`src/rtl/spart_rx.sv`:
```
// SPART receive stage: deserialises 8N1 frames from rxd using the baud
// generator's 16x oversampling tick and flags data-available, framing error and overrun.
module spart_rx #(
  parameter int OVERSAMPLE = 16,
  parameter int DATA_BITS  = 8
) (
  input  logic                 clk,
  input  logic                 rst,
  input  logic                 baud_tick,
  input  logic                 rxd,
  input  logic                 rd_en,
  output logic [DATA_BITS-1:0] rx_data,
  output logic                 rda,
  output logic                 framing_err,
  output logic                 overrun
);

  localparam int CNT_W = $clog2(OVERSAMPLE);
  localparam int BIT_W = $clog2(DATA_BITS);

  typedef enum logic [2:0] {
    IDLE,
    START,
    DATA,
    STOP,
    LINE_BREAK
  } state_t;

  state_t               state;
  logic                 rxd_m;
  logic                 rxd_s;
  logic [CNT_W-1:0]     tick_cnt;
  logic [BIT_W-1:0]     bit_cnt;
  logic [DATA_BITS-1:0] shift;
  logic                 mid_start;
  logic                 mid_bit;
  logic                 frame_done;

  // The synchroniser resets to the idle line level so reset release never
  // looks like a start bit.
  always_ff @(posedge clk or negedge rst) begin
    if (!rst) begin
      rxd_m <= 1'b1;
      rxd_s <= 1'b1;
    end else begin
      // NOTE: non-blocking here makes rxd_s take the previous rxd_m, giving two real flop stages.
      rxd_m <= rxd;
      rxd_s <= rxd_m;
    end
  end

  assign mid_start  = (tick_cnt == CNT_W'(OVERSAMPLE / 2 - 1));
  assign mid_bit    = (tick_cnt == CNT_W'(OVERSAMPLE - 1));
  assign frame_done = baud_tick && (state == STOP) && mid_bit;

  always_ff @(posedge clk or negedge rst) begin
    if (!rst) begin
      state    <= IDLE;
      tick_cnt <= '0;
      bit_cnt  <= '0;
      shift    <= '0;
    end else if (baud_tick) begin
      case (state)
        IDLE: begin
          if (!rxd_s) begin
            state    <= START;
            tick_cnt <= '0;
          end
        end
        START: begin
          if (mid_start) begin
            if (!rxd_s) begin
              state    <= DATA;
              tick_cnt <= '0;
              bit_cnt  <= '0;
            end else begin
              state <= IDLE;
            end
          end else begin
            tick_cnt <= tick_cnt + 1'b1;
          end
        end
        DATA: begin
          if (mid_bit) begin
            shift    <= {rxd_s, shift[DATA_BITS-1:1]};
            tick_cnt <= '0;
            if (bit_cnt == BIT_W'(DATA_BITS - 1)) begin
              state <= STOP;
            end else begin
              bit_cnt <= bit_cnt + 1'b1;
            end
          end else begin
            tick_cnt <= tick_cnt + 1'b1;
          end
        end
        STOP: begin
          if (mid_bit) begin
            tick_cnt <= '0;
            state    <= rxd_s ? IDLE : LINE_BREAK;
          end else begin
            tick_cnt <= tick_cnt + 1'b1;
          end
        end
        LINE_BREAK: begin
          // A held-low line must return high before a new start bit counts.
          if (rxd_s) state <= IDLE;
        end
        default: state <= IDLE;
      endcase
    end
  end

  // Completion wins over a coincident read; a read only clears the flags.
  always_ff @(posedge clk or negedge rst) begin
    if (!rst) begin
      rx_data     <= '0;
      rda         <= 1'b0;
      framing_err <= 1'b0;
      overrun     <= 1'b0;
    end else if (frame_done) begin
      rx_data     <= shift;
      rda         <= 1'b1;
      framing_err <= ~rxd_s;
      overrun     <= (overrun | rda) & ~rd_en;
    end else if (rd_en && rda) begin
      rda         <= 1'b0;
      framing_err <= 1'b0;
      overrun     <= 1'b0;
    end
  end

endmodule

```
`config.mk`:
```
export PLATFORM = sky130hd
export DESIGN_NAME = spart_rx
export DESIGN_NICKNAME = d
export VERILOG_FILES = /design/src/rtl/spart_rx.sv
export SDC_FILE = /design/constraint.sdc
export NUM_CORES = 1
export LEC_CHECK = 0
export CAP_MARGIN = 10
export CORE_ASPECT_RATIO = 0.7
export CORE_MARGIN = 2
export CORE_UTILIZATION = 35
export CTS_CLUSTER_SIZE = 10
export DETAILED_ROUTE_END_ITERATION = 10
export HOLD_SLACK_MARGIN = 0.15
export PLACE_DENSITY = 0.62
export SYNTH_ARGS = -nofsm -noshare
export SYNTH_HDL_FRONTEND = slang
export SYNTH_SLANG_ARGS = --single-unit
```
`constraint.sdc`:
```
create_clock -name clk -period 3.9 [get_ports clk]
set_clock_uncertainty 0.15 [all_clocks]
set_input_delay 0.78 -clock clk [delete_from_list [all_inputs] [get_ports clk]]
set_output_delay 0.78 -clock clk [all_outputs]
set_load 0.02 [all_outputs]
```
# [After elaboration in Yosys (flattened, before gate mapping)]
# Index checks and enable logic that the tools add are counted.
[totals] inputBits=5 register_bits=31 output_inout_bits=11
[op_classes] mux=22 reduce_logical=12 n_eq_ne=15 bitwise_logic=4 addsub=2
[op_table] op="two-way mux 3 bit" count=11
[op_table] op="inequality test 2 bit (second input constant)" count=8
[op_table] op="case mux 3 bit (5 select lines)" count=1
[op_table] op="two-way mux 4 bit" count=3
[op_table] op="case mux 4 bit (3 select lines)" count=1
[op_table] op="AND reduction 7 bit" count=1
[op_table] op="== test 3 x 2 -> 1 bit (second input constant)" count=2
[op_table] op="== test 3 bit (second input constant)" count=2
[op_table] op="case mux 3 bit (2 select lines)" count=1
[op_table] op="AND reduction 6 bit" count=1
[op_table] op="adder 4 x 1 -> 4 bit (second input constant)" count=1
[op_table] op="== test 4 x 3 -> 1 bit (second input constant)" count=1
[op_table] op="== test 4 bit (second input constant)" count=1
[op_table] op="two-way mux 1 bit" count=4
[op_table] op="nonzero test 2 bit" count=2
[op_table] op="adder 3 x 1 -> 3 bit (second input constant)" count=1
[op_table] op="== test 3 x 1 -> 1 bit (second input constant)" count=1
[op_table] op="logical AND 1 bit" count=3
[op_table] op="logical NOT 3 bit" count=1
[op_table] op="AND reduction 3 bit" count=1
[op_table] op="nonzero test 3 bit" count=1
[op_table] op="two-way mux 2 bit" count=1
[op_table] op="NOT 1 bit" count=2
[op_table] op="AND reduction 2 bit" count=1
[op_table] op="3 further kinds" count=3

# [Longest topological paths before layout]
[depth] depth_word=4 ltp_mapped=7

# [Least setup slack after synthesis]
# OpenSTA, ideal clock, no wires.
[synth_timing] kind="register to register" start="register bit_cnt[0]" end="register bit_cnt[0]" setup_time_ps=125 slack_ps=1983 t_arrival_ps=1642 stages_incl_launch_ff=7 required_time_ps=3625 synth_period_minus_slack_ps=1917 cell_sequence="dfrtp_1 > ha_1 > ha_1 > o21ai_0 > o221ai_2 > nor3b_2 > mux2_4"
[synth_between] elab_chain_len=4 elab_cells_between_ends=7 cone_classes="1 x add/sub; 2 x eq/ne; 3 x mux; 1 x reduce/logical"
[synth_rtl] item="start: declaration" line_no="33" rtl="logic [BIT_W-1:0] bit_cnt;"
[synth_rtl] item="start signal: assignment" line_no="90" rtl="bit_cnt <= bit_cnt + 1'b1;"
[synth_rtl] item="adder 3 x 1 -> 3 bit" line_no="90"
[synth_rtl] item="two-way mux 3 bit" line_no="87" rtl="if (bit_cnt == BIT_W'(DATA_BITS - 1)) begin"
[synth_rtl] item="two-way mux 3 bit" line_no="84" rtl="if (mid_bit) begin"
[synth_rtl] item="case mux 3 bit (2 select lines)" line_no="63" rtl="case (state)"
# Several ways; a longest one is shown, not always the timed one. The select of a mux whose other input is x is not followed.
# A chain may end at the register's enable or synchronous reset.

# [Final worst setup path]
[layout_timing] start="input baud_tick" end="register framing_err"
[layout_between] elab_chain_len=3 elab_cells_between_ends=4 cone_classes="1 x mux; 3 x reduce/logical"
[layout_rtl] item="start: declaration" line_no="9" rtl="input logic baud_tick,"
[layout_rtl] item="logical AND 1 bit * (2 in a row)" line_no="54" rtl="assign frame_done = baud_tick && (state == STOP) && mid_bit;"
[layout_rtl] item="two-way mux 1 bit / nonzero test 2 bit (equally long branches)"
[layout_rtl] item="end signal: assignment" line_no="123" rtl="framing_err <= ~rxd_s;"
[layout_rtl] item="end: declaration" line_no="14" rtl="output logic framing_err,"
# Every way passes the cells marked *; elsewhere a longest branch is shown, timed or not.

==> reports/qor.yml <==
setup_path:
  max_stage_delay_ns: 0.55
  r2r_start: "tick_cnt[0]"
  path_max_fanout: 11
  worstPathArrival_ns: 2.49
  crit_type: "input port to flip-flop"
  crit_chain: "clkdlybuf4s50_1 > nor2b_1 > nand4_1 > nand3_1 > o21ai_0"
  cp_data_required_time_ns: 3.90
  slowest_stage: "clkdlybuf4s50_1"
  r2r_cells: 5
  path_delay_family: "simple AND/OR/NAND/NOR gates"
  worstSetupStartpoint: "baud_tick"
  end_kind: "flip-flop"
  crit_buf_inv: 1
  start_kind: "input port"
  path_depth: 5
clock_network:
  cts.sinks: 31
  path_clk_slew_ns: 0.06
  htreeDepth: 2
  numCtsBuffers: 5
  cts_setup_buffers: 0
  cts_resized: 0
  cts_root_buffer: "clkbuf_8"
  cts_tree: "done"
  clk_latency_ns: 0.28
  ctsHoldBuffers: 0
  clk_path_buf_depth: 2
sta:
  final_hold_viol_count: 0
  slew_violations: 0
  report.final.setup_viol: 0
  worst_pin_slew_ns: 0.4488
  rsz0062_at_grt: "false"
  slew_headroom: 0.6999
  setup_slack_ns: 1.406
  min_period_over_period: 0.6396
  fmax_mhz: 400.9
  setup_tns_ns: 0
  fin_crit_ns: 2.494
synth:
  muxShareOfSynthArea: 0.09503
  ys_ff_latch: 31
  synth-edff-count: 0
  syn_inst: 137
  seq_area_frac_synth: 0.5423
  synth_nets: 145
  synth_area_per_cell_um2: 10.48
  synth_most_common_cell: "nand2_1"
  synth-simple-area-share: 0.1988
  yosys.area.top_type: "dfrtp_1"
  synth-compound-area-share: 0.1081
  ys_warn_count: 0
  synth.distinct_cells: 35
  synthXorXnorAreaFrac: 0
  synth_top_family_by_area: "simple AND/OR/NAND/NOR gates"
  synth_area_leaders: "dfrtp_1 (51%), nand2_1 (8.9%), mux2_2 (7.1%)"
  synthAdderAreaFrac: 0.02616
  yosys.area.top_type_share: 0.5057
  yosys-top-cells-count: "nand2_1 (34), dfrtp_1 (29), mux2_2 (9), a21oi_1 (6), nor2_1 (6)"
  netlist_area_mm2: 0.001435
  ys_async_sr_fraction: 1.000
  synthFlopType: "dfrtp_1"
route:
  drc_errors: 0
  drtPass1Iterations: 4
  vias_per_cell: 5.014
  wl_um: 2765
  routedWlPerCell_um: 13.29
  ant_nets: 0
  vias: 1043
  drt_iter0_drc: 56
power_and_ir_drop:
  leakagePower_nw: 0.8022
  p_comb_frac: 0.297
  intPower_uw: 706.4
  switching_power_uw: 355.7
  power.density_mw_per_mm2: 612.5
  pwr-share-seq: 0.441
  switching_share: 0.3349
  power_frac_clock: 0.262
  vdd_drop_max_mv: 0.2137
grt:
  grt_first_pass_wirelength_um: 4885
  gr-total-overflow: 0
  grt_usage: 0.1431
  first_global_vias: 1008
  antenna_found_initial: 0
  grt_max_degree: 32
finish:
  drive_gt1_frac: 0.1538
  nets: 163
  finalNonFillerCells: 208
  area_growth_pct: 20.84
  n_fill_cell: 387
  utilization: 0.4421
  diodes: 0
die:
  io_pins: 16
  die-area_mm2: 0.004637
  dieHeight_um: 57.58
  row_count: 19
  core_area_mm2: 0.003923
  die_w_um: 80.54
  initial_core_util: 0.3659
placement:
  portBuffers: 15
  globalplace.congestion: 0.8035
  place_ws_ns: 1.091
  hpwlAfterDp_um: 1944
  dp.cells: 200
run:
  drv_cap: 0
worst_hold_path:
  hold_class: "flip-flop to flip-flop"
  min_from: "rxd_m"
  hold_depth: 0
outcome:
  status: "completed"
==> state kept, by name, summed over array words and instances (netlist names) <==
signal       count
rx_data          8
shift            8
tick_cnt         4
bit_cnt          3
state            3
framing_err      1
overrun          1
rda              1
rxd_m            1
rxd_s            1
==> metal layers <==
layer,global-route usage,routed length [um],vias to the layer above
met4,0.07990,81,0
met1,0.1884,1333,502
met2,0.2012,1195,26
met5,0,0,-
li1,-,-,506
met3,0.05696,154,9
==> cell usage in the layout (no fill, tap or decap), types with 3 or more instances in the layout <==
| master | n |
|---|---|
| mux2_2 | 9 |
| a21oi_1 | 6 |
| clkdlybuf4s50_1 | 15 |
| o21ai_0 | 4 |
| nand3_1 | 3 |
| ha_1 | 3 |
| nand2b_1 | 4 |
| inv_1 | 5 |
| nor2_1 | 6 |
| nand2_1 | 34 |
| clkbuf_8 | 7 |
| dfrtp_1 | 29 |
==> per-stage QoR <==
stage	hold slack, ns	power (mW)	area (um2)
after CTS	0.2063	1.073	1734
after detailed placement	0.1968	0.7887	1634
final	0.2060	1.062	1734
after global routing	0.2104	1.135	1734
after global placement	0.1967	0.7681	1634
after floorplan	0.1952	0.6901	1435
==> cell type report <==
class	instances	area [um2]	area share
Clock buffer	8	100.1	0.05772
Inverter	5	18.77	0.01082
Multi-Input combinational cell	96	614.3	0.3543
Sequential cell	31	778.2	0.4488
Tap cell	52	65.06	0.03752
Timing Repair Buffer	16	157.7	0.09091
==> path summary, 6_finish.rpt <==
path	to	slack, ns
setup / recovery	framing_err	1.41
hold / removal	rxd_s	0.21
setup reg to reg	bit_cnt[0]	1.83
hold reg to reg	rxd_s	0.21
max in group asynchronous	rxd_m	2.55
min in group asynchronous	bit_cnt[2]	0.73
==> power groups by stage <==
stage / logic, mW / registers (mW) / clock network [mW]
global placement: 0.301 / 0.467 / 0
global route: 0.351 / 0.481 / 0.303
floorplan: 0.227 / 0.463 / 0
detailed placement: 0.317 / 0.472 / 0
CTS: 0.319 / 0.467 / 0.288
finish: 0.315 / 0.468 / 0.279
==> cell families (layout without fill, tap and decap cells) <==
family | after synthesis | after routing
compound gates | 22 | 22
flops | 31 | 31
mux | 12 | 12
buf+inv | 10 | 29
simple gates | 59 | 59
fa+ha+maj | 3 | 3
==> worst reg2reg max path, delay by kind of cell, from the launching register on <==
kind	cells	cell delay [ns]
AND/OR/NAND/NOR	2	0.69
AO/OA/AOI/OAI	1	0.16
flip-flops	1	0.40
adder cells (fa/ha/maj)	1	0.23
multiplexers	1	0.33
No activity file was read; power rests on OpenSTA's default activity.
